===== config.mk =====
export PLATFORM = sky130hd
export DESIGN_NAME = piso_serializer
export DESIGN_NICKNAME = d
export VERILOG_FILES = /design/src/rtl/piso_serializer.sv
export SDC_FILE = /design/constraint.sdc
export NUM_CORES = 1
export LEC_CHECK = 0
export ABC_AREA = 1
export CORE_AREA = 4 4 41 43
export CTS_BUF_LIST = sky130_fd_sc_hd__clkbuf_16
export CTS_CLUSTER_DIAMETER = 120
export DETAILED_ROUTE_END_ITERATION = 8
export DIE_AREA = 0 0 45 47
export GPL_TIMING_DRIVEN = 1
export PLACE_DENSITY_LB_ADDON = 0.1
export SYNTH_ARGS = -nofsm -noshare
export SYNTH_HDL_FRONTEND = slang
export SYNTH_SLANG_ARGS = --single-unit

===== constraint.sdc =====
create_clock -name clk -period 2.9 [get_ports clk]
set_input_delay 0.58 -clock clk [delete_from_list [all_inputs] [get_ports clk]]
set_output_delay 0.58 -clock clk [all_outputs]
set_load 0.05 [all_outputs]

===== src/rtl/piso_serializer.sv =====
// piso_serializer: valid/ready word in, MSB-first bit stream out with sof and bit-valid strobes.
// Define PISO_PARITY_EN to append one even-parity bit after each word's LSB.
module piso_serializer #(
    parameter int WIDTH = 4
) (
    input  logic             clk,
    input  logic             rst,
    input  logic [WIDTH-1:0] din,
    input  logic             din_valid,
    output logic             din_ready,
    output logic             x,
    output logic             x_valid,
    output logic             sof,
    output logic             busy
);
    localparam int CW = $clog2(WIDTH);

    typedef enum logic [1:0] {
        IDLE,
        DATA
`ifdef PISO_PARITY_EN
        , PAR
`endif
    } state_t;

    state_t           state;
    logic [WIDTH-1:0] sreg;
    logic [CW-1:0]    cnt;
    logic             at_end;
    logic             last;
    logic             accept;

    assign at_end = state == DATA && cnt == CW'(WIDTH - 1);

`ifdef PISO_PARITY_EN
    logic par;
    assign last = state == PAR;
    assign x    = state == DATA ? sreg[WIDTH-1] : state == PAR ? par : 1'b0;
`else
    assign last = at_end;
    assign x    = state == DATA && sreg[WIDTH-1];
`endif

    assign din_ready = state == IDLE || last;
    assign accept    = din_valid && din_ready;
    assign x_valid   = state != IDLE;
    assign sof       = state == DATA && cnt == '0;
    assign busy      = x_valid;

    always_ff @(posedge clk or negedge rst) begin
        if (!rst) begin
            state <= IDLE;
            sreg  <= '0;
            cnt   <= '0;
`ifdef PISO_PARITY_EN
            par   <= 1'b0;
`endif
        end else if (accept) begin
            state <= DATA;
            sreg  <= din;
            cnt   <= '0;
`ifdef PISO_PARITY_EN
            par   <= ^din;
`endif
        end else if (state == DATA) begin
            sreg <= {sreg[WIDTH-2:0], 1'b0};
            cnt  <= at_end ? '0 : cnt + 1'b1;
`ifdef PISO_PARITY_EN
            if (at_end) state <= PAR;
`else
            if (at_end) state <= IDLE;
`endif
        end
`ifdef PISO_PARITY_EN
        else if (state == PAR) state <= IDLE;
`endif
    end
endmodule


==> summary.md, run 1 <==
| Metric | Value |
|---|---|
| Syn avg cell area | 8.09 µm² |
| I/O pin total | 12 |
| DRT Pass-1 Iters | 2 |
| Final wirelength | 719 µm |
| Most area-hungry cell type in the Yosys netlist | dfrtp_1 |
| Final Hold Viols | 0 |
| Antenna Cells | 0 |
| CP Data Required Time | 2320 ps |
| Site row count | 13 |
| Synth cell types | 12 |
| WP buf/inv | 2 |
| RSZ-0062 raised after global routing | no |
| Hold Crit Class | reg2reg |
| First-pass GRT wire length | 1230 µm |
| Critical Path Stages | 4 |
| Share of layout cells above drive strength 1 | 0.143 |
| Element type at the critical path end | output pin |
| Largest stage delay, worst path | 810 ps |
| Fin util | 0.459 |
| Worst-Skew Late Latency | 230 ps |
| Cells after Synth | 49 |
| Maximum vdd drop | 0.557 mV |
| Final Max Tran Viols | 0 |
| Path depth of the worst reg2reg path | 6 |
| CTS root buffer | clkbuf_16 |
| Area grow syn2layout | 50.5% |
| Max Fclk | 436 MHz |
| IO buf count | 11 |
| Yosys top cell area share | 0.442 |
| Antenna violations before repair | 0 |
| Vias/cell | 4.24 |
| Fill count | 151 |
| Worst Path Max Fanout | 8 |
| Post-CTS Resized | 0 |
| Nets | 73 |
| DRC viols | 0 |
| Register area share after synthesis | 0.442 |
| Clock buffer depth | 2 |
| Via Count | 331 |
| Initial core utilization | 0.305 |
| Hold Path Stages | 2 |
| Tmin final | 2300 ps |
| CTS buffer count | 3 |
| Routed len/inst | 9.22 µm |
| DP HPWL | 536 µm |
| Core footprint | 1300 µm² |
| CTS tree | built |
| Clk sink count | 7 |
| Reg-to-reg slack, setup | 1810 ps |
| LEAKAGE | 0.000310 µW |
| Top delay family on crit path | buffers and inverters |
| Synth Net Count | 58 |
| R2R Path End | sreg[1] |
| CTS Hold Bufs | 0 |
| Max-slew headroom | 0.672 |
| First DRT Iteration DRCs | 1 |
| Worst Setup EP | din_ready |
| Place WS | 831 ps |
| Final setup margin | 605 ps |
| Power per standard cell area | 1290 nW/µm² |
| Clk_skew | 0.841 ps |
| Final period util | 0.791 |
| Max-Cap Viols | 0 |
| CP Cell Sequence | ha_1 -> inv_1 -> nand2_4 -> clkdlybuf4s50_1 |
| Number of global-route vias before repair | 296 |
| Post-DRT Antenna Nets | 0 |
| Gpl congestion | 0.680 |
| H-tree depth | 1 |
| Reg2Reg Launch Point | cnt[0] |
| Final setup vio count | 0 |
| Slowest-stage cell, CP | clkdlybuf4s50_1 |
| Critical Path Start Type | flop |
| Syn. warnings | 0 |
| Critical path arrival | 1720 ps |
| Worst-path clk slew | 30 ps |
| Largest cells by area after synthesis | dfrtp_1 44%, nand2_1 14%, inv_1 8.5%, nand3_2 7.6%, ha_1 6.3% |
| Post-CTS setup buffers | 0 |
| Crit. Startpoint | cnt[0] |
| Least-Margin Pin Slew | 491 ps |
| Outcome | completed |
| Maximum number of pins on one net before global-route repair | 11 |
| Die area | 2120 µm² |
| Overflow after GRT | 0 |
| Global Route Usage Sum | 0.0819 |
| #FFs+latches synth | 7 |
| Die width | 45 µm |
| Setup CP Type | reg2out |
| Setup_tns | 0 ps |
| Synthesized area | 397 µm² |
| Height of the die | 47 µm |
==> final cells by class <==
| class | count | area (µm²) | area share |
|---|---|---|---|
| Inverter | 9 | 33.8 | 0.0566 |
| Sequential cell | 7 | 175 | 0.294 |
| Multi-Input combinational cell | 32 | 180 | 0.302 |
| Clock buffer | 3 | 75.1 | 0.126 |
| Tap cell | 15 | 18.8 | 0.0314 |
| Clock inverter | 1 | 3.75 | 0.00629 |
| Timing Repair Buffer | 11 | 110 | 0.184 |
==> how the worst min path moves through the flow <==
stage / start / to / slack (ps)
after global routing: sreg[0] / sreg[0] / 510
final: sreg[0] / sreg[0] / 480
after global placement: sreg[0] / sreg[0] / 460
after floorplan: rst / cnt[0] / 280
after CTS: sreg[0] / sreg[0] / 480
after detailed placement: sreg[0] / sreg[0] / 470
==> cell usage in the layout, fill, tap and decap left out <==
cell             instances
inv_1                   10
o21ai_1                  1
nor2_1                   4
clkdlybuf4s50_1         11
nand2_2                  1
nand3_2                  3
clkbuf_16                3
ha_1                     2
nand2_4                  1
nand2_1                 15
nor2_4                   1
dfrtp_1                  7
nand3_1                  4
==> through the flow <==
step	total power [µW]	hold slack, ps	instance area (µm²)	std cells
floorplan	451	284	397	49
global placement	551	463	518	74
detailed placement	552	471	518	74
CTS	784	480	597	78
global route	832	507	597	78
finish	772	478	597	78
==> metal layers <==
layer,GRT usage,share of wire,vias to the layer above
met5,0,0,-
met4,0.0526,0.0056,0
met3,0.0230,0.064,2
met2,0.124,0.49,9
met1,0.102,0.44,143
li1,-,-,177
==> cells in the mapped netlist <==
cell     instances
nand2_4          1
inv_1            9
nand2_2          1
dfrtp_1          7
nand3_1          4
nor2_4           1
nor2_1           4
buf_4            1
o21ai_1          1
nand3_2          3
nand2_1         15
ha_1             2
==> state kept, by name, indices dropped and copies added, names as in the netlist <==
name   flops
sreg       4
state      1
cnt        2
==> power breakdown <==
group	switching (µW)	total, µW	leakage, µW	internal [µW]
registers	37.0	178	0.0000874	141
logic	240	367	0.000180	128
clock network	48.3	227	0.0000423	179
==> worst reg2reg max path, delay by kind of cell (launching register included) <==
kind	cells	cell delay, ps
adder cells (fa/ha/maj)	1	200
buffers and inverters	1	90
flip-flops	1	390
AND/OR/NAND/NOR	4	350
==> kinds of logic (layout without fill, tap and decap cells) <==
logic type,Yosys count,count (layout),share of synthesized area
AOI/OAI and AO/OA,1,1,0.0126
DFF,7,7,0.442
buffers and inverters,10,24,0.104
adders and majority gates,2,2,0.0631
and+or+nand+nor,29,29,0.379
Power figures use the tool's default switching activity.
==> run 2: changes to the inputs <==
==> constraint.sdc (replaced) <==
create_clock -name clk -period 2 [get_ports clk]
set_input_delay 0.4 -clock clk [delete_from_list [all_inputs] [get_ports clk]]
set_output_delay 0.4 -clock clk [all_outputs]
set_load 0.05 [all_outputs]
==> run 2 against run 1 <==
Core utilization unchanged; clock skew about the same; via count up 7.6%; critical path type unchanged.
==> summary.md, run 2 (synthesized netlist as in run 1, its figures left out) <==
| Metric | Value |
|---|---|
| Clock share of power | 0.287 |
| CTS buffer count | 3 |
| Largest registers | sreg x4, cnt x2, state x1 |
| First-pass GRT wire length | 1240 µm |
| Final setup vio count | 0 |
| Die area | 2120 µm² |
| Clk_skew | 1.02 ps |
| Most frequent cells in the layout | 15 x nand2_1, 10 x inv_1, 7 x dfrtp_1, 6 x clkdlybuf4s50_1 |
| Critical path arrival | 1220 ps |
| Hold slack | 435 ps |
| Routed len/inst | 10.1 µm |
| Core footprint | 1300 µm² |
| Antenna violations before repair | 0 |
| Element type at the critical path end | output pin |
| CP Data Required Time | 1600 ps |
| LEAKAGE | 0.000319 µW |
| CTS Hold Bufs | 0 |
| DRC viols | 0 |
| Setup_tns | 0 ps |
| Vias/cell | 4.56 |
| Final Hold Viols | 0 |
| Power per standard cell area | 1920 nW/µm² |
| Biggest register | sreg |
| Worst Path Max Fanout | 8 |
| Overflow after GRT | 0 |
| Critical Path Start Type | flop |
| RSZ-0062 raised after global routing | no |
| Final wirelength | 787 µm |
| Height of the die | 47 µm |
| DP HPWL | 621 µm |
| CTS tree | built |
| Least-Margin Pin Slew | 318 ps |
| Post-CTS Resized | 0 |
| Final period util | 0.811 |
| Die width | 45 µm |
| Nets | 73 |
| Sequential fraction of design power | 0.228 |
| Max reg flops | 4 |
| CTS root buffer | clkbuf_16 |
| Initial core utilization | 0.305 |
| H-tree depth | 1 |
| Maximum vdd drop | 0.862 mV |
| Antenna Cells | 0 |
| Via Count | 356 |
| Number of global-route vias before repair | 321 |
| First DRT Iteration DRCs | 4 |
| Worst-path clk slew | 40 ps |
| Max-slew headroom | 0.787 |
| Clk sink count | 7 |
| Clock buffer depth | 2 |
| Maximum number of pins on one net before global-route repair | 11 |
| Max-Cap Viols | 0 |
| DRT Pass-1 Iters | 4 |
| Share of layout cells above drive strength 1 | 0.222 |
| Area grow syn2layout | 50.5% |
| Net Switching | 489 µW |
| Post-DRT Antenna Nets | 0 |
| Hold Crit Class | in2async |
| Final Max Tran Viols | 0 |
| I/O pin total | 12 |
| Site row count | 13 |
| Comb power frac | 0.486 |
| Worst-Skew Late Latency | 230 ps |
| Outcome | completed |
| Max Fclk | 616 MHz |
| Post-CTS setup buffers | 0 |
| Global Route Usage Sum | 0.0874 |
| Tmin final | 1620 ps |
| Int Power | 660 µW |
| Fill count | 144 |
| Commonest non-fill, non-tap cell in the layout | nand2_1 |
| Setup CP Type | reg2out |
| IO buf count | 11 |
| Switch share | 0.426 |
| Gpl congestion | 0.741 |
[run 2: cell types whose count changed in the layout (fill, tap and decap cells not counted)]
cell / change
clkdlybuf4s50_1: -5
buf_4: +4
buf_12: +1
[run 2: worst paths after layout]
kind	to	slack [ps]	cells after the start	start
setup / recovery	din_ready	380	4	cnt[0]
hold / removal	sreg[2]	440	1	rst
setup reg to reg	sreg[1]	890	6	cnt[0]
hold reg to reg	sreg[0]	480	2	sreg[0]
max in group asynchronous	cnt[0]	1330	1	rst
min in group clk	sreg[0]	480	2	sreg[0]
[run 2: area by class of cell]
class                           count  area (µm²)  share of cell area
Inverter                            9        33.8              0.0566
Multi-Input combinational cell     32         180               0.302
Clock buffer                        3        75.1               0.126
Sequential cell                     7         175               0.294
Timing Repair Buffer               11         110               0.184
Clock inverter                      1        3.75             0.00629
Tap cell                           15        18.8              0.0314
[run 2: power by group through the flow]
stage	registers (µW)	clock network [µW]	logic (µW)
5_1_grt	272	348	599
3_3_place_gp	267	0	556
4_1_cts	263	336	564
2_1_floorplan	285	0	369
6_report	262	330	558
3_5_place_dp	264	0	562
[run 2: stage by stage]
stage                     cell area, µm²  total power (µW)  utilization  worst slack (ps)  instances
after CTS                            597              1160        0.459               373         78
final                                597              1150        0.459               377         78
after global routing                 597              1220        0.459               329         78
after global placement               518               823        0.398               507         74
after detailed placement             518               826        0.398               471         74
after floorplan                      397               654            -               423         49
[run 2: layer usage]
metal	share of wire	track usage
met1	0.44	0.0901
met2	0.46	0.141
met3	0.079	0.0345
met4	0.020	0.0702
met5	0	0
[run 2: worst max-delay path, cell delays in order (launching register included)]
cell,delay (ps)
dfrtp_1,400
ha_1,210
inv_1,80
nand2_4,90
buf_4,210
==> run 3: changes to the inputs <==
==> constraint.sdc (replaced) <==
create_clock -name clk -period 1.7 [get_ports clk]
set_input_delay 0.34 -clock clk [delete_from_list [all_inputs] [get_ports clk]]
set_output_delay 0.34 -clock clk [all_outputs]
set_load 0.05 [all_outputs]
==> run 3 against run 2 <==
Final cell count is the same; worst setup slack worse by 220 ps; critical path depth unchanged; first-iteration DRC count up 50%; design area rose by 8.4%; via count down 8.1%; clock power increased by 18%; sequential power rose by 23%; critical path type unchanged; largest power group unchanged.
==> summary.md, run 3 (synthesized netlist as in run 1, its figures left out) <==
| Metric | Value |
|---|---|
| Fin util | 0.497 |
| Max-slew headroom | 0.720 |
| Tmin final | 1540 ps |
| Clock buffer depth | 2 |
| Power per standard cell area | 2300 nW/µm² |
| Largest registers | sreg x4, cnt x2, state x1 |
| Gpl congestion | 0.748 |
| DRC viols | 0 |
| Hold Crit Class | in2async |
| Max Fclk | 649 MHz |
| Final setup vio count | 0 |
| Share of layout cells above drive strength 1 | 0.222 |
| Commonest non-fill, non-tap cell in the layout | nand2_1 |
| CTS Hold Bufs | 0 |
| CTS root buffer | clkbuf_16 |
| Worst-path clk slew | 40 ps |
| DRT Pass-1 Iters | 2 |
| First DRT Iteration DRCs | 6 |
| Design area | 647 µm² |
| Area grow syn2layout | 63.1% |
| Clk_skew | 3.52 ps |
| Height of the die | 47 µm |
| M2 GR Usage | 0.124 |
| First-pass GRT wire length | 1190 µm |
| Die width | 45 µm |
| Most frequent cells in the layout | 15 x nand2_1, 10 x inv_1, 7 x dfrtp_1, 6 x clkdlybuf4s50_1, 5 x buf_12 |
| Maximum vdd drop | 1.04 mV |
| Final wirelength | 730 µm |
| Die area | 2120 µm² |
| Critical path arrival | 1200 ps |
| Vias/cell | 4.19 |
| Global Route Usage Sum | 0.0835 |
| Overflow after GRT | 0 |
| Setup_tns | 0 ps |
| IO buf count | 11 |
| Post-CTS setup buffers | 0 |
| Biggest register | sreg |
| Clk sink count | 7 |
| Outcome | completed |
| DP HPWL | 579 µm |
| GR Layer Usage met1 | 0.0903 |
| M3 GR Usage | 0.0268 |
| Site row count | 13 |
| Worst Path Max Fanout | 8 |
| Initial core utilization | 0.305 |
| Placed cell area | 568 µm² |
| Number of global-route vias before repair | 284 |
| Final Max Tran Viols | 0 |
| Setup CP Type | reg2out |
| Fill count | 135 |
| Least-Margin Pin Slew | 421 ps |
| Via Count | 327 |
| Nets | 73 |
| Worst-Skew Late Latency | 230 ps |
| Post-CTS Resized | 0 |
| GR peak layer | met2 |
| RSZ-0062 raised after global routing | no |
| Post-DRT Antenna Nets | 0 |
| LEAKAGE | 0.000337 µW |
| Max reg flops | 4 |
| Critical Path Start Type | flop |
| CP Data Required Time | 1360 ps |
| CTS tree | built |
| Routed len/inst | 9.36 µm |
| I/O pin total | 12 |
| Element type at the critical path end | output pin |
| H-tree depth | 1 |
| Core footprint | 1300 µm² |
| Final Hold Viols | 0 |
| Antenna Cells | 0 |
| CTS buffer count | 3 |
| Max-Cap Viols | 0 |
| Antenna violations before repair | 0 |
| Final period util | 0.906 |
| Maximum number of pins on one net before global-route repair | 11 |
[run 3: routing by layer]
| metal | routed length [µm] | up-vias |
|---|---|---|
| met4 | 10 | 0 |
| met2 | 326 | 11 |
| met3 | 49 | 2 |
| li1 | - | 175 |
| met5 | 0 | - |
| met1 | 344 | 139 |
[run 3: final timing paths]
path                       slack, ps    start  cells past startpoint         to
max                              160   cnt[0]                      4  din_ready
min                              380      rst                      1   state[0]
max reg2reg                      580   cnt[0]                      6    sreg[1]
min reg2reg                      470  sreg[0]                      2    sreg[0]
max in group asynchronous       1080      rst                      1     cnt[0]
min in group clk                 470  sreg[0]                      2    sreg[0]
[run 3: cell type report]
type	count	area (µm²)	share of cell area
Timing Repair Buffer	11	160	0.248
Clock inverter	1	3.75	0.00580
Tap cell	15	18.8	0.0290
Multi-Input combinational cell	32	180	0.279
Sequential cell	7	175	0.271
Inverter	9	33.8	0.0522
Clock buffer	3	75.1	0.116
[run 3: through the flow]
stage / hold WS [ps] / total power [µW] / std cells / setup WS (ps)
floorplan: 44.4 / 769 / 49 / 183
global placement: 477 / 1100 / 74 / 276
detailed placement: 467 / 1110 / 74 / 250
CTS: 385 / 1510 / 78 / 158
global route: 405 / 1570 / 78 / 109
finish: 377 / 1490 / 78 / 160
[run 3: power breakdown]
group,switching [µW],internal (µW)
Sequential,81.7,240
Clock,85.5,305
Combinational,430,345
Total,597,890
[run 3: worst max-delay path, stage by stage, from the launching register on]
cell     delay, ps
dfrtp_1        400
ha_1           200
inv_1           90
nand2_4        100
buf_12         180
